[src/rtl/id_ex_stage.sv]
// ID/EX pipeline register for the segmented RV32I core: captures the decoded bundle,
// resolves same-cycle writeback bypass, and inserts bubbles on load-use hazards.
module id_ex_stage #(
  parameter int XLEN    = 32,
  parameter int RADDR_W = 5,
  parameter int CNT_W   = 16
) (
  input  logic               clk,
  input  logic               rst_n,
  input  logic               id_valid,
  input  logic [XLEN-1:0]    id_pc,
  input  logic [RADDR_W-1:0] id_rs1,
  input  logic [RADDR_W-1:0] id_rs2,
  input  logic [RADDR_W-1:0] id_rd,
  input  logic               id_uses_rs1,
  input  logic               id_uses_rs2,
  input  logic [XLEN-1:0]    id_ruRs1,
  input  logic [XLEN-1:0]    id_ruRs2,
  input  logic [XLEN-1:0]    id_imm,
  input  logic               id_ruWr,
  input  logic               id_memRd,
  input  logic               id_memWr,
  input  logic [3:0]         id_aluOp,
  input  logic               id_aluASrc,
  input  logic               id_aluBSrc,
  input  logic [4:0]         id_brOp,
  input  logic [1:0]         id_dataWrSrc,
  input  logic               wb_ruWr,
  input  logic [RADDR_W-1:0] wb_rd,
  input  logic [XLEN-1:0]    wb_dataWr,
  input  logic               stall,
  input  logic               flush,
  output logic               ex_valid,
  output logic [XLEN-1:0]    ex_pc,
  output logic [RADDR_W-1:0] ex_rs1,
  output logic [RADDR_W-1:0] ex_rs2,
  output logic [RADDR_W-1:0] ex_rd,
  output logic               ex_uses_rs1,
  output logic               ex_uses_rs2,
  output logic [XLEN-1:0]    ex_imm,
  output logic               ex_ruWr,
  output logic               ex_memRd,
  output logic               ex_memWr,
  output logic [3:0]         ex_aluOp,
  output logic               ex_aluASrc,
  output logic               ex_aluBSrc,
  output logic [4:0]         ex_brOp,
  output logic [1:0]         ex_dataWrSrc,
  output logic [XLEN-1:0]    ex_rs1Data,
  output logic [XLEN-1:0]    ex_rs2Data,
  output logic               load_use_hazard,
  output logic [CNT_W-1:0]   bubble_cnt
);

  // Stage control is level-sensitive and sampled at each rising edge:
  // flush (load bubble) > stall (hold all) > hazard (load bubble, count) > capture.
  // load_use_hazard tells upstream to hold PC and IF/ID in the same cycle.

  logic               r_valid;
  logic [XLEN-1:0]    r_pc;
  logic [RADDR_W-1:0] r_rs1;
  logic [RADDR_W-1:0] r_rs2;
  logic [RADDR_W-1:0] r_rd;
  logic               r_uses_rs1;
  logic               r_uses_rs2;
  logic [XLEN-1:0]    r_imm;
  logic               r_ruWr;
  logic               r_memRd;
  logic               r_memWr;
  logic [3:0]         r_aluOp;
  logic               r_aluASrc;
  logic               r_aluBSrc;
  logic [4:0]         r_brOp;
  logic [1:0]         r_dataWrSrc;
  logic [XLEN-1:0]    r_rs1Data;
  logic [XLEN-1:0]    r_rs2Data;
  logic [CNT_W-1:0]   r_bubble_cnt;

  logic               w_hazard;
  logic               w_load_en;
  logic               w_capture;
  logic               w_cnt_inc;
  logic [XLEN-1:0]    w_rs1_data;
  logic [XLEN-1:0]    w_rs2_data;

  // The register file reads zero on both ports during a write, so a matching
  // writeback must be forwarded here; x0 always reads as zero.
  always_comb begin
    w_rs1_data = id_ruRs1;
    if (id_rs1 == '0) begin
      w_rs1_data = '0;
    end else if (wb_ruWr && (wb_rd == id_rs1)) begin
      w_rs1_data = wb_dataWr;
    end
  end

  always_comb begin
    w_rs2_data = id_ruRs2;
    if (id_rs2 == '0) begin
      w_rs2_data = '0;
    end else if (wb_ruWr && (wb_rd == id_rs2)) begin
      w_rs2_data = wb_dataWr;
    end
  end

  assign w_hazard = r_valid & r_memRd & (r_rd != '0) & id_valid &
                    ((id_uses_rs1 & (id_rs1 == r_rd)) |
                     (id_uses_rs2 & (id_rs2 == r_rd)));

  assign w_load_en = flush | ~stall;
  assign w_capture = ~flush & ~w_hazard & id_valid;
  assign w_cnt_inc = ~flush & ~stall & w_hazard & ~(&r_bubble_cnt);

  always_ff @(posedge clk or negedge rst_n) begin
    if (!rst_n) begin
      r_valid     <= 1'b0;
      r_pc        <= '0;
      r_rs1       <= '0;
      r_rs2       <= '0;
      r_rd        <= '0;
      r_uses_rs1  <= 1'b0;
      r_uses_rs2  <= 1'b0;
      r_imm       <= '0;
      r_ruWr      <= 1'b0;
      r_memRd     <= 1'b0;
      r_memWr     <= 1'b0;
      r_aluOp     <= '0;
      r_aluASrc   <= 1'b0;
      r_aluBSrc   <= 1'b0;
      r_brOp      <= '0;
      r_dataWrSrc <= '0;
      r_rs1Data   <= '0;
      r_rs2Data   <= '0;
    end else if (w_load_en) begin
      if (w_capture) begin
        r_valid     <= 1'b1;
        r_pc        <= id_pc;
        r_rs1       <= id_rs1;
        r_rs2       <= id_rs2;
        r_rd        <= id_rd;
        r_uses_rs1  <= id_uses_rs1;
        r_uses_rs2  <= id_uses_rs2;
        r_imm       <= id_imm;
        r_ruWr      <= id_ruWr;
        r_memRd     <= id_memRd;
        r_memWr     <= id_memWr;
        r_aluOp     <= id_aluOp;
        r_aluASrc   <= id_aluASrc;
        r_aluBSrc   <= id_aluBSrc;
        r_brOp      <= id_brOp;
        r_dataWrSrc <= id_dataWrSrc;
        r_rs1Data   <= w_rs1_data;
        r_rs2Data   <= w_rs2_data;
      end else begin
        // Bubble: every field zero, so nothing downstream can act on it.
        r_valid     <= 1'b0;
        r_pc        <= '0;
        r_rs1       <= '0;
        r_rs2       <= '0;
        r_rd        <= '0;
        r_uses_rs1  <= 1'b0;
        r_uses_rs2  <= 1'b0;
        r_imm       <= '0;
        r_ruWr      <= 1'b0;
        r_memRd     <= 1'b0;
        r_memWr     <= 1'b0;
        r_aluOp     <= '0;
        r_aluASrc   <= 1'b0;
        r_aluBSrc   <= 1'b0;
        r_brOp      <= '0;
        r_dataWrSrc <= '0;
        r_rs1Data   <= '0;
        r_rs2Data   <= '0;
      end
    end
  end

  // Counts hazard bubbles only; saturates at all-ones.
  always_ff @(posedge clk or negedge rst_n) begin
    if (!rst_n) begin
      r_bubble_cnt <= '0;
    end else if (w_cnt_inc) begin
      r_bubble_cnt <= r_bubble_cnt + 1'b1;
    end
  end

  assign ex_valid        = r_valid;
  assign ex_pc           = r_pc;
  assign ex_rs1          = r_rs1;
  assign ex_rs2          = r_rs2;
  assign ex_rd           = r_rd;
  assign ex_uses_rs1     = r_uses_rs1;
  assign ex_uses_rs2     = r_uses_rs2;
  assign ex_imm          = r_imm;
  assign ex_ruWr         = r_ruWr;
  assign ex_memRd        = r_memRd;
  assign ex_memWr        = r_memWr;
  assign ex_aluOp        = r_aluOp;
  assign ex_aluASrc      = r_aluASrc;
  assign ex_aluBSrc      = r_aluBSrc;
  assign ex_brOp         = r_brOp;
  assign ex_dataWrSrc    = r_dataWrSrc;
  assign ex_rs1Data      = r_rs1Data;
  assign ex_rs2Data      = r_rs2Data;
  assign load_use_hazard = w_hazard;
  assign bubble_cnt      = r_bubble_cnt;

endmodule

[config.mk]
export PLATFORM = sky130hd
export DESIGN_NAME = id_ex_stage
export DESIGN_NICKNAME = d
export VERILOG_FILES = /design/src/rtl/id_ex_stage.sv
export SDC_FILE = /design/constraint.sdc
export NUM_CORES = 1
export LEC_CHECK = 0
export BUFFER_PORTS_ARGS = -buffer_cell sky130_fd_sc_hd__buf_2
export CORE_MARGIN = 2
export CORE_UTILIZATION = 25
export CTS_CLUSTER_DIAMETER = 30
export DETAILED_ROUTE_END_ITERATION = 16
export PLACE_DENSITY = 0.53
export SLEW_MARGIN = 20
export SYNTH_ARGS = -nofsm -noshare
export SYNTH_HDL_FRONTEND = slang
export SYNTH_SLANG_ARGS = --single-unit
export TNS_END_PERCENT = 1
[constraint.sdc]
create_clock -name clk -period 6 [get_ports clk]
set_input_delay 0.6 -clock clk [delete_from_list [all_inputs] [get_ports clk]]
set_output_delay 0.6 -clock clk [all_outputs]
set_load 0.01 [all_outputs]
Word level (Yosys, flattened, before mapping). Cells that the tools add are included.

Add/sub/neg operators: 1. Equality and inequality tests: 4. Muxes and demuxes: 22. Bitwise logic cells: 17. Reduce and logical (&&, ||, !) cells: 6.

Operators by type and width (count): $mux 32 (8); $eq 5x5->1 (4); $mux 5 (4); $add 16x1->16 const B (1); $reduce_and 16->1 (1); $and 1x1->1 (11); $logic_not 5->1 (2); $mux 1 (8); $reduce_bool 5->1 (1); $mux 4 (1); $not 1->1 (4); $logic_and 1x1->1 (2); $mux 2 (1); $or 1x1->1 (2).

Bits in registers: 178. Bits of input ports: 204. Output and inout bits: 179. Word-level logic and storage cells: 69.

Logic depth before layout (Yosys ltp). Gate-level depths: netlist of the first run.

Depth in word-level cells: 8. Depth in mapped cells: 8. Mapped depth without buffers: 7.

Worst setup path after synthesis of the first run. OpenSTA, ideal clock, no wires.

Kind: in2reg. From: input id_rs1[1]. To: register r_rs1Data[10], in the netlist ex_rs1Data[10]. Library setup time: 0.132 ns. Data arrival time: 1.865 ns. Slack: 4.002 ns. Stages on the path: 7. Buffers on the path: 2. Path through: xor2_1 > nor4_1 > and3_1 > clkbuf_1 > buf_2 > mux2i_1 > o21ai_1.

Word-level cells in the longest chain between the ends: 8.

RTL lines: start, declared (RTL line 12) `input logic [RADDR_W-1:0] id_rs1,`; $eq 5x5->1 (RTL line 107) `((id_uses_rs1 & (id_rs1 == r_rd)) |`; $and 1x1->1 (RTL line 107); $or 1x1->1 (RTL line 107); $and 1x1->1 (RTL line 106) `assign w_hazard = r_valid & r_memRd & (r_rd != '0) & id_valid &`; $not 1->1 (RTL line 111) `assign w_capture = ~flush & ~w_hazard & id_valid;`; $and 1x1->1 (2 in series) (RTL line 111); $mux 32 * (RTL line 135) `if (w_capture) begin`; end signal, assigned (RTL line 152) `r_rs1Data <= w_rs1_data;`; end, declared (RTL line 75) `logic [XLEN-1:0] r_rs1Data;`.

Every way passes the cells marked *; elsewhere a longest branch is shown, timed or not. A chain may end at the register's enable or synchronous reset.

Worst setup path after layout of the first run.
From: register r_rd[0], in the netlist ex_rd[0]. To: register r_imm[6], in the netlist ex_imm[6].

Word-level cells in the longest chain between the ends: 8.

RTL lines: start, declared (RTL line 63) `logic [RADDR_W-1:0] r_rd;`; start signal, assigned (RTL line 140) `r_rd <= id_rd;`; $eq 5x5->1 (tied with other cells) (RTL line 107); $and 1x1->1, on equally long branches (RTL line 107, 106, 108); $or 1x1->1 / $and 1x1->1 (equally long branches) (RTL line 107, 106); $and 1x1->1 * (RTL line 106); $not 1->1 * (RTL line 111); $and 1x1->1 * (2 in series) (RTL line 111); $mux 32 * (RTL line 135); end signal, assigned (RTL line 143) `r_imm <= id_imm;`; end, declared (RTL line 66) `logic [XLEN-1:0] r_imm;`.

Marked as above.

==> results of run 1 <==
==> cell families after synthesis <==
logic type / Yosys count / share of synthesized area (%)
compound gates: 168 / 16.7
simple gates: 115 / 6.84
xor+xnor: 33 / 3.93
fa+ha+maj: 1 / 0.170
flops: 178 / 60.6
mux: 67 / 9.16
buf+inv: 44 / 2.60
==> path summary, 6_finish.rpt <==
path,to,cells past startpoint
setup / recovery,ex_imm[6]$_DFFE_PN0P_,5
hold / removal,ex_rs1Data[28]$_DFFE_PN0P_,1
setup reg to reg,ex_imm[6]$_DFFE_PN0P_,5
hold reg to reg,ex_rs1Data[9]$_DFFE_PN0P_,2
max in group asynchronous,ex_pc[20]$_DFFE_PN0P_,2
min in group clk,ex_pc[27]$_DFFE_PN0P_,2
==> sequential cells by signal (all words and copies together), names as in the netlist, 2 cells and up <==
| signal | cells |
|---|---|
| ex_aluOp | 4 |
| ex_rs2 | 5 |
| ex_rs1 | 5 |
| ex_rs1Data | 32 |
| bubble_cnt | 16 |
| ex_brOp | 5 |
| ex_rs2Data | 32 |
| ex_dataWrSrc | 2 |
| ex_pc | 32 |
| ex_rd | 5 |
| ex_imm | 32 |
==> cells in the final DEF, fill, tap and decap left out, types with 2 or more instances in the layout <==
| master | count |
|---|---|
| sky130_fd_sc_hd__a22o_1 | 97 |
| sky130_fd_sc_hd__and3_1 | 4 |
| sky130_fd_sc_hd__and3_2 | 2 |
| sky130_fd_sc_hd__buf_2 | 381 |
| sky130_fd_sc_hd__buf_4 | 8 |
| sky130_fd_sc_hd__clkbuf_16 | 17 |
| sky130_fd_sc_hd__clkbuf_8 | 2 |
| sky130_fd_sc_hd__clkinv_4 | 3 |
| sky130_fd_sc_hd__clkinv_8 | 3 |
| sky130_fd_sc_hd__dfrtp_1 | 178 |
| sky130_fd_sc_hd__diode_2 | 2 |
| sky130_fd_sc_hd__inv_6 | 3 |
| sky130_fd_sc_hd__inv_8 | 3 |
| sky130_fd_sc_hd__mux2_2 | 2 |
| sky130_fd_sc_hd__mux2i_1 | 65 |
| sky130_fd_sc_hd__nand2_1 | 71 |
| sky130_fd_sc_hd__nand3_1 | 8 |
| sky130_fd_sc_hd__nand4_1 | 6 |
| sky130_fd_sc_hd__nor2_1 | 10 |
| sky130_fd_sc_hd__nor3_1 | 5 |
| sky130_fd_sc_hd__nor4_1 | 3 |
| sky130_fd_sc_hd__o21ai_0 | 4 |
| sky130_fd_sc_hd__o21ai_1 | 60 |
| sky130_fd_sc_hd__o21ai_2 | 2 |
| sky130_fd_sc_hd__or4_1 | 2 |
| sky130_fd_sc_hd__xnor2_1 | 15 |
| sky130_fd_sc_hd__xor2_1 | 18 |
==> power by group <==
group	switching, mW	total [mW]	internal (mW)	leakage (nW)
sequential	0.0245	1.26	1.24	2.43
combinational	0.161	0.286	0.125	2.66
clock	0.545	1.16	0.610	0.297
==> layer usage <==
| layer | part of all wire, % | vias up | wire (µm) | GRT usage, % |
|---|---|---|---|---|
| met5 | 0.066 | - | 16 | 0 |
| met4 | 1.8 | 2 | 427 | 4.30 |
| met3 | 7.0 | 24 | 1700 | 4.42 |
| met2 | 48 | 223 | 11700 | 25.6 |
| met1 | 43 | 3107 | 10300 | 19.8 |
| li1 | - | 2916 | - | - |
==> critical path: stages, from the launching register on <==
cell and delay [ns]:
sky130_fd_sc_hd__dfrtp_1 0.43, sky130_fd_sc_hd__or3_1 0.38, sky130_fd_sc_hd__o311a_1 0.36, sky130_fd_sc_hd__a21oi_4 0.63
sky130_fd_sc_hd__buf_4 0.76, sky130_fd_sc_hd__a22o_1 0.26
==> cells in the mapped netlist <==
| cell type | count | area [µm²] |
|---|---|---|
| sky130_fd_sc_hd__mux2i_1 | 65 | 651 |
| sky130_fd_sc_hd__and3_1 | 6 | 37.5 |
| sky130_fd_sc_hd__o21ai_0 | 4 | 20.0 |
| sky130_fd_sc_hd__a21oi_4 | 1 | 16.3 |
| sky130_fd_sc_hd__o22ai_1 | 1 | 6.26 |
| sky130_fd_sc_hd__buf_2 | 15 | 75.1 |
| sky130_fd_sc_hd__nand2b_1 | 1 | 6.26 |
| sky130_fd_sc_hd__inv_1 | 1 | 3.75 |
| sky130_fd_sc_hd__and2_1 | 1 | 6.26 |
| sky130_fd_sc_hd__mux2_2 | 2 | 22.5 |
| sky130_fd_sc_hd__nand2_1 | 71 | 267 |
| sky130_fd_sc_hd__xor2_1 | 18 | 158 |
| sky130_fd_sc_hd__nand4_1 | 6 | 37.5 |
| sky130_fd_sc_hd__nor2_1 | 10 | 37.5 |
| sky130_fd_sc_hd__nand3_1 | 8 | 40.0 |
| sky130_fd_sc_hd__o21ai_1 | 62 | 310 |
| sky130_fd_sc_hd__or3_1 | 1 | 6.26 |
| sky130_fd_sc_hd__a31oi_1 | 1 | 6.26 |
| sky130_fd_sc_hd__dfrtp_1 | 178 | 4450 |
| sky130_fd_sc_hd__a21o_1 | 1 | 7.51 |
| sky130_fd_sc_hd__nor2b_1 | 1 | 6.26 |
| sky130_fd_sc_hd__clkbuf_1 | 26 | 97.6 |
| sky130_fd_sc_hd__nor3_1 | 5 | 25.0 |
| sky130_fd_sc_hd__a22o_1 | 97 | 850 |
| sky130_fd_sc_hd__buf_4 | 2 | 15.0 |
| sky130_fd_sc_hd__or4_1 | 2 | 15.0 |
| sky130_fd_sc_hd__xnor2_1 | 15 | 131 |
| sky130_fd_sc_hd__nor4_1 | 3 | 18.8 |
| sky130_fd_sc_hd__ha_1 | 1 | 12.5 |
| sky130_fd_sc_hd__o311a_1 | 1 | 10.0 |
==> final cells by class <==
cell class	count	area (µm²)	area share, %
clock inverter	13	165	1.61
tap	384	480	4.69
clock buffer	19	443	4.32
multi-input combinational	384	2720	26.5
inverter	1	3.75	0.0366
timing repair buffer	390	1980	19.3
sequential	178	4450	43.4
antenna	2	5.00	0.0488
==> metrics by stage <==
stage / hold WS (ns) / setup WS (ns) / power [mW] / cells
global placement: 0.460 / 3.09 / 1.58 / 1337
global route: 0.165 / 2.85 / 2.84 / 1371
detailed placement: 0.467 / 3.02 / 1.58 / 1337
finish: 0.149 / 3.02 / 2.71 / 1371
floorplan: 0.304 / 4.00 / 1.40 / 606
CTS: 0.157 / 3.02 / 2.76 / 1369
==> impl_metrics.tcl, run 1 <==
set metrics [dict create \
    routed_wirelength_um 24200 \
    synth_warnings 0 \
    grt_start_max_net_pins 87 \
    max-vdd-ir-drop_mv 0.171 \
    final.period_utilization_pct 49.7 \
    vias_per_cell 4.57 \
    number_of_nets_in_the_synthesized_netlist 811 \
    postSynthAreaPerCell_um2 12.1 \
    startpoint "ex_rd[0]$_DFFE_PN0P_" \
    power.static_leakage_nw 5.39 \
    timing_worst_slew_pin_value_ns 1.05 \
    worstHoldPathType "in2async" \
    avgRoutedWirePerCell_um 17.6 \
    slew_viol_final 0 \
    cts_setup_buffers 0 \
    first_pass_iters 5 \
    worst_ep_required_time_ns 6.35 \
    register_to_register_setup_slack_ns 3.02 \
    global_route_congestion_overflow_total 0 \
    worst_slew_margin_rel_pct 29.8 \
    worstSetupPathType "reg2reg" \
    final_wtd_congestion 0.799 \
    design.die.area_mm2 0.0308 \
    hold_viol_final 0 \
    drtIter0Drc 276 \
    grtUsageTotal_pct 15.5 \
    antenna_found_initial 5 \
    placementRows 62 \
    drive_above_1_share_pct 43.6 \
    die_width_um 175 \
    netlist_area_mm2 0.00735 \
    fin_worst_skew_ns 0.0159 \
    place_hpwl_um 17700 \
    boundaryPins 383 \
    critPathMaxFanout 77 \
    period_minus_slack_ns 2.98 \
    place_area_mm2 0.00964 \
    route.vias.total 6272 \
    starting_density_of_the_core_pct 25.5 \
    synth.lib_cells_used.distinct 30 \
    tritoncts "yes" \
    cts_resized 0 \
    numClockSinks 178 \
    global_route_wire_length_before_repair_um 36900 \
    i_o_buffers 382 \
    final_cell_area_mm2 0.0103 \
    drtAntennaViolNets 0 \
    cts_hold_buf 0 \
    number_of_global_route_vias_before_repair 6199 \
    final_nets 1177 \
    total_negative_slack_ns 0 \
    endpoint_kind "flip-flop" \
    final.fill_count 2991 \
    die_h_um 175 \
    yosys_register_bits 178 \
    post-route-drc-count 0 \
    cts_buffers 17 \
    worst-endpoint-arrival_ns 3.34 \
    core_mm2 0.0289 \
    status "finished, final reports clean" \
    syn_inst 606 \
    cts_max_level 4 \
    clk_latency_ns 0.43 \
    cts.reportedPaths.clkPinSlew_ns 0.08 \
    worst_r2r_startpoint "ex_rd[0]$_DFFE_PN0P_" \
    ctsRootBufferMaster "sky130_fd_sc_hd__clkbuf_16" \
    utilization_pct 35.5 \
    number_of_max_capacitance_violations_reported 0 \
    fmax_mhz 335 \
    timing.critical_path.from_type "flip-flop" \
    setup_viol 0 \
    area_growth_syn_to_layout_pct 39.5 \
    synth.yosys.seq_area_share_pct 60.6 \
    clock_path_buffers 2 \
    cellPowerDensity_mw_per_mm2 264 \
    rsz0062_at_grt "no" \
]
Note: power is estimated with default switching activity, not from simulation.
==> run 2: changes to the inputs <==
--- a/config.mk
+++ b/config.mk
@@ -5,6 +5,7 @@
 export SDC_FILE = /design/constraint.sdc
 export NUM_CORES = 1
 export LEC_CHECK = 0
+export ABC_AREA = 1
 export BUFFER_PORTS_ARGS = -buffer_cell sky130_fd_sc_hd__buf_2
 export CORE_MARGIN = 2
 export CORE_UTILIZATION = 25
==> constraint.sdc (replaced) <==
create_clock -name clk -period 2.5 [get_ports clk]
set_input_delay 0.25 -clock clk [delete_from_list [all_inputs] [get_ports clk]]
set_output_delay 0.25 -clock clk [all_outputs]
set_load 0.01 [all_outputs]
==> impl_metrics.tcl, run 2 <==
set metrics [dict create \
    area_growth_syn_to_layout_pct 42.2 \
    worst_slew_margin_rel_pct 60.0 \
    endpoint_kind "flip-flop" \
    switching_share_pct 26.5 \
    setup_viol 0 \
    number_of_nets_in_the_synthesized_netlist 1440 \
    power.net_switching_mw 1.77 \
    cellInternalPower_mw 4.92 \
    number_of_global_route_vias_before_repair 8753 \
    instances_no_fill 2140 \
    i_o_buffers 382 \
    cts_hold_buf 71 \
    worstSetupPathType "reg2reg" \
    fmax_mhz 484 \
    postSynthAreaPerCell_um2 7.06 \
    layout_common_cells "sky130_fd_sc_hd__nand2_1 (682), sky130_fd_sc_hd__buf_2 (381), sky130_fd_sc_hd__dfrtp_1 (178)" \
    period_minus_slack_ns 2.07 \
    placed_cells_incl_taps 2033 \
    synth.lib_cells_used.distinct 24 \
    cts_setup_buffers 0 \
    die_h_um 191 \
    final.hold.worst_slack_ns 0.0315 \
    final_nets 1873 \
    crit_path_setup_slack_layout_ns 0.432 \
    global_route_congestion_overflow_total 0 \
    number_of_max_capacitance_violations_reported 0 \
    p_comb_share_pct 13.2 \
    yosys_register_bits 178 \
    cellPowerDensity_mw_per_mm2 540 \
    muxShareOfSynthArea_pct 0 \
    yosys-top-cells-area "sky130_fd_sc_hd__dfrtp_1 (51%), sky130_fd_sc_hd__nand2_1 (29%), sky130_fd_sc_hd__nor2_1 (6.6%), sky130_fd_sc_hd__inv_1 (4.1%), sky130_fd_sc_hd__buf_6 (1.7%)" \
    netlist_area_mm2 0.00872 \
    final.period_utilization_pct 82.7 \
    synth_largest_type_area_fraction_pct 51.1 \
    post-route-drc-count 0 \
    place_hpwl_um 21200 \
    drtIter0Drc 425 \
    avgRoutedWirePerCell_um 14.1 \
    clk_latency_ns 0.44 \
    first_pass_iters 4 \
    post-place-ws_ns 0.456 \
    synth.yosys.seq_area_share_pct 51.1 \
    synthFlopType "sky130_fd_sc_hd__dfrtp_1" \
    worst_ep_required_time_ns 2.87 \
    cts_max_level 4 \
    status "finished, final reports clean" \
    route.vias.total 8923 \
    power_mw 6.70 \
    final_common_cell "sky130_fd_sc_hd__nand2_1" \
    die_width_um 191 \
    boundaryPins 383 \
    design.die.area_mm2 0.0364 \
    synth-edff-count 0 \
    routed_wirelength_um 30200 \
    placementRows 68 \
    seq_power_share_pct 45.3 \
    timing.critical_path.from_type "flip-flop" \
    global_route_wire_length_before_repair_um 46600 \
    total_negative_slack_ns 0 \
    hold_viol_final 0 \
    worstHoldPathType "in2reg" \
    starting_density_of_the_core_pct 25.3 \
    vias_per_cell 4.17 \
    syn_inst 1235 \
    synth.top_cells.by_count "sky130_fd_sc_hd__nand2_1 (682), sky130_fd_sc_hd__dfrtp_1 (178), sky130_fd_sc_hd__nor2_1 (154)" \
    ctsRootBufferMaster "sky130_fd_sc_hd__clkbuf_16" \
    cts_buffers 17 \
    antenna_found_initial 6 \
    clock_power_share_pct 41.5 \
    clock_path_buffers 2 \
    synth_xor_xnor_area_share_pct 1.51 \
    drive_above_1_share_pct 26.3 \
    core_mm2 0.0345 \
    final.fill_count 3612 \
    main_combinational_cell_family_by_area_after_synthesis "simple AND/OR/NAND/NOR gates" \
    rsz0062_at_grt "no" \
    critPathMaxFanout 16 \
    synth_warnings 0 \
    post_synth_and_or_nand_nor_area_fraction_pct 37.8 \
    grt_start_max_net_pins 99 \
    drtAntennaViolNets 0 \
    post_synth_fa_ha_maj_area_fraction_pct 0.143 \
    synth.most_common_cell "sky130_fd_sc_hd__nand2_1" \
    tritoncts "yes" \
    cts_resized 0 \
    numClockSinks 178 \
    timing_worst_slew_pin_value_ns 0.600 \
    cts.reportedPaths.clkPinSlew_ns 0.07 \
    synth.largest_area_cell "sky130_fd_sc_hd__dfrtp_1" \
    max-vdd-ir-drop_mv 0.441 \
    worst-endpoint-arrival_ns 2.44 \
    power.static_leakage_nw 7.86 \
    fin_worst_skew_ns 0.0136 \
    slew_viol_final 0 \
    final_wtd_congestion 0.851 \
    synth-compound-area-share_pct 1.42 \
    grtUsageTotal_pct 16.5 \
    async_reset_ff_share_pct 100 \
]
-- run 2: cell families after synthesis --
logic type	after synthesis
and+or+nand+nor	863
DFF	178
buffers and inverters	155
AOI/OAI and AO/OA	23
xor gates and xnor gates	15
adders and majority gates	1
-- run 2: per-layer routing --
metal	global-route usage, %	part of all wire, %
met1	20.4	45
met2	27.0	46
met3	4.31	6.2
met4	6.89	2.9
met5	0	0.086
-- run 2: layout make-up --
class	count	area [µm²]	share of cell area, %
flip-flops and latches	178	4450	35.9
multi-input cells	902	3580	28.9
repair buffers	468	2810	22.6
well taps	455	569	4.59
clock buffers	22	474	3.82
inverters	101	382	3.08
clock inverters	10	124	0.999
diodes	4	10.0	0.0807
-- run 2: power by group through the flow --
stage	clock network (mW)	registers (mW)	logic [mW]
after floorplan	0	3.14	0.303
after detailed placement	0	3.09	0.812
after global routing	3.03	3.05	0.996
after global placement	0	3.09	0.813
final	2.78	3.04	0.884
after CTS	2.88	3.03	0.899
-- run 2: stage by stage --
step | area, µm² | util [%]
final | 12400 | 36.0
after global routing | 12400 | 36.0
after CTS | 12400 | 36.0
after detailed placement | 11100 | 32.2
after global placement | 11100 | 32.2
after floorplan | 8720 | -
-- run 2: worst paths after layout --
kind / start / end / slack [ns] / depth (start not counted)
worst max-delay path: bubble_cnt[0]$_DFFE_PN0P_ / bubble_cnt[11]$_DFFE_PN0P_ / 0.43 / 9
worst min-delay path: id_imm[26] / ex_imm[26]$_DFFE_PN0P_ / 0.03 / 3
worst max register to register: bubble_cnt[0]$_DFFE_PN0P_ / bubble_cnt[11]$_DFFE_PN0P_ / 0.43 / 9
worst min register to register: ex_rs2Data[6]$_DFFE_PN0P_ / ex_rs2Data[6]$_DFFE_PN0P_ / 0.48 / 2
max in group asynchronous: rst_n / ex_aluOp[0]$_DFFE_PN0P_ / 1.39 / 3
min in group asynchronous: rst_n / ex_rs2Data[12]$_DFFE_PN0P_ / 0.37 / 2
-- run 2: worst max-delay path, cell delays in order (launching register included) --
cell                      delay [ns]
sky130_fd_sc_hd__dfrtp_1        0.47
sky130_fd_sc_hd__ha_1           0.22
sky130_fd_sc_hd__nand3_1        0.14
sky130_fd_sc_hd__nor2_2         0.25
sky130_fd_sc_hd__nand2_1        0.10
sky130_fd_sc_hd__nor2_2         0.13
sky130_fd_sc_hd__nand2_1        0.14
sky130_fd_sc_hd__nand4_2        0.36
sky130_fd_sc_hd__nand2_1        0.10
sky130_fd_sc_hd__nand2_1        0.08
==> run 3: changes to the inputs <==
==> constraint.sdc (replaced) <==
create_clock -name clk -period 1.7 [get_ports clk]
set_input_delay 0.17 -clock clk [delete_from_list [all_inputs] [get_ports clk]]
set_output_delay 0.17 -clock clk [all_outputs]
set_load 0.01 [all_outputs]
==> impl_metrics.tcl, run 3 (synthesis gave the netlist of run 2 again) <==
set metrics [dict create \
    status "finished, violations left" \
    violations_in_the_final_reports "negative setup slack" \
    clock_path_buffers 2 \
    seq_power_share_pct 44.9 \
    placementRows 68 \
    instances_no_fill 2185 \
    final.fill_count 3688 \
    avgRoutedWirePerCell_um 14.1 \
    grt_start_max_net_pins 68 \
    number_of_max_capacitance_violations_reported 0 \
    place_hpwl_um 22000 \
    core_mm2 0.0345 \
    timing.critical_path.from_type "flip-flop" \
    drive_above_1_share_pct 28.0 \
    global_route_wire_length_before_repair_um 47700 \
    final_wtd_congestion 0.853 \
    clk_latency_ns 0.44 \
    wirelength_met1_um 13500 \
    power.static_leakage_nw 8.13 \
    critical-path-top-cell-by-count "sky130_fd_sc_hd__nand2_2" \
    die_width_um 191 \
    hold_viol_final 0 \
    post-route-drc-count 0 \
    worstHoldPathType "in2reg" \
    drtAntennaViolNets 0 \
    i_o_buffers 382 \
    total_negative_slack_ns -0.0469 \
    clock_power_share_pct 41.2 \
    die_h_um 191 \
    setup_viol 1 \
    drtIter0Drc 390 \
    cts_max_level 4 \
    period_minus_slack_ns 1.75 \
    final.hold.worst_slack_ns 0.0289 \
    startpoint "ex_rd[4]$_DFFE_PN0P_" \
    route.vias.total 9156 \
    cts.reportedPaths.clkPinSlew_ns 0.07 \
    design.die.area_mm2 0.0364 \
    endpoint_kind "primary output" \
    area_growth_syn_to_layout_pct 47.9 \
    boundaryPins 383 \
    starting_density_of_the_core_pct 25.3 \
    vias_per_cell 4.19 \
    cellPowerDensity_mw_per_mm2 770 \
    antenna_found_initial 4 \
    cellInternalPower_mw 7.26 \
    timing_worst_slew_pin_value_ns 0.468 \
    slew_viol_final 0 \
    placed_cells_incl_taps 2062 \
    max-vdd-ir-drop_mv 0.655 \
    crit_buf_inv 3 \
    cpMaxStageDelayCell "sky130_fd_sc_hd__dfrtp_1" \
    met2WireLength_um 14500 \
    critPathMaxFanout 4 \
    worst-endpoint-arrival_ns 1.58 \
    top_signal_layer_used "met5" \
    power_mw 9.93 \
    cp_slowest_stage_delay_ns 0.40 \
    worst_r2r_startpoint "ex_rd[4]$_DFFE_PN0P_" \
    switching_share_pct 26.9 \
    worst_slew_margin_rel_pct 68.8 \
    number_of_global_route_vias_before_repair 8987 \
    worstSetupPathType "reg2out" \
    crit_path_setup_slack_layout_ns -0.0469 \
    final_nets 1920 \
    fmax_mhz 572 \
    fin_worst_skew_ns 0.0109 \
    first_pass_iters 6 \
    regArea_mm2 0.00445 \
    numClockSinks 178 \
    grtUsageTotal_pct 16.9 \
    final.period_utilization_pct 103 \
    layout_common_cells "sky130_fd_sc_hd__nand2_1 (679), sky130_fd_sc_hd__buf_2 (380), sky130_fd_sc_hd__dfrtp_1 (178)" \
    dr_wl_met3_um 2020 \
    power.net_switching_mw 2.67 \
    utilization_pct 37.5 \
    routed_wirelength_um 30900 \
    critPathTopFamily "simple AND/OR/NAND/NOR gates" \
    rsz0062_at_grt "yes" \
    hold_start "id_rd[0]" \
    total_area_of_multi_input_combinational_cells_mm2 0.00360 \
    p_comb_share_pct 13.9 \
    ctsRootBufferMaster "sky130_fd_sc_hd__clkbuf_16" \
    global_route_congestion_overflow_total 0 \
    worst_ep_required_time_ns 1.53 \
    crit_path_cell_trace "inv_2 -> nand2_2 -> nand2_2 -> nor2_1 -> nand3_1 -> nand2_2 -> nand2_4 -> inv_2 -> buf_6" \
    tritoncts "yes" \
    cts_buffers 17 \
    final_common_cell "sky130_fd_sc_hd__nand2_1" \
]
[run 3: cell types whose count changed in the layout (fill, tap and decap cells not counted), sizes merged]
cell         before  now
buf             396  427
clkbuf           23   20
clkinvlp          2    4
diode             4    2
dlygate4sd3      71   87
inv             104  105
[run 3: worst paths after layout]
kind                            slack [ns]  cells after the start                         end
worst max register to register        0.06                     12  ex_rs2Data[22]$_DFFE_PN0P_
worst max-delay path                 -0.05                      9             load_use_hazard
max in group asynchronous             0.79                      3     ex_uses_rs1$_DFFE_PN0P_
min in group asynchronous             0.24                      2  ex_rs1Data[13]$_DFFE_PN0P_
worst min-delay path                  0.03                      3        ex_rd[0]$_DFFE_PN0P_
worst min register to register        0.47                      2       ex_pc[24]$_DFFE_PN0P_
[run 3: power by group through the flow]
stage          logic, mW  clock network [mW]  registers, mW
6_report            1.38                4.09           4.46
5_1_grt             1.55                4.42           4.48
4_1_cts             1.39                4.26           4.46
3_5_place_dp        1.24                   0           4.54
3_3_place_gp        1.23                   0           4.54
2_1_floorplan      0.446                   0           4.61
[run 3: worst register-to-register path: cells and delay by family (launching register included)]
family | cells | cell delay (ns)
buffers and inverters | 3 | 0.31
and+or+nand+nor | 9 | 0.83
DFF | 1 | 0.40
[run 3: per-stage QoR]
| step | area [µm²] | setup slack (ns) |
|---|---|---|
| 6_report | 12900 | -0.0469 |
| 5_1_grt | 12900 | -0.173 |
| 4_1_cts | 12900 | -0.0900 |
| 3_5_place_dp | 11400 | -0.141 |
| 3_3_place_gp | 11400 | -0.0861 |
| 2_1_floorplan | 8720 | 0.0157 |
[run 3: timing repair]
| action | CTS | global route |
|---|---|---|
| resized for setup | 8 | 7 |
| setup buffers | 0 | 2 |
| setup endpoints to repair | 81 | 132 |
| hold buffers | 87 | 0 |
| endpoints found under the hold margin | 118 | 0 |
| pin swaps | 1 | 4 |
[run 3: final cells by class]
cell class | instances | area share, %
Sequential cell | 178 | 34.5
Timing Repair Buffer | 515 | 25.5
Clock inverter | 13 | 1.14
Antenna cell | 2 | 0.0388
Clock buffer | 19 | 3.51
Tap cell | 455 | 4.41
Multi-Input combinational cell | 902 | 27.9
Inverter | 101 | 3.00
[run 3: per-layer routing]
layer | vias up | GRT usage [%]
li1 | 4617 | -
met1 | 4172 | 21.2
met2 | 306 | 27.4
met3 | 57 | 4.38
met4 | 4 | 7.33
met5 | - | 0
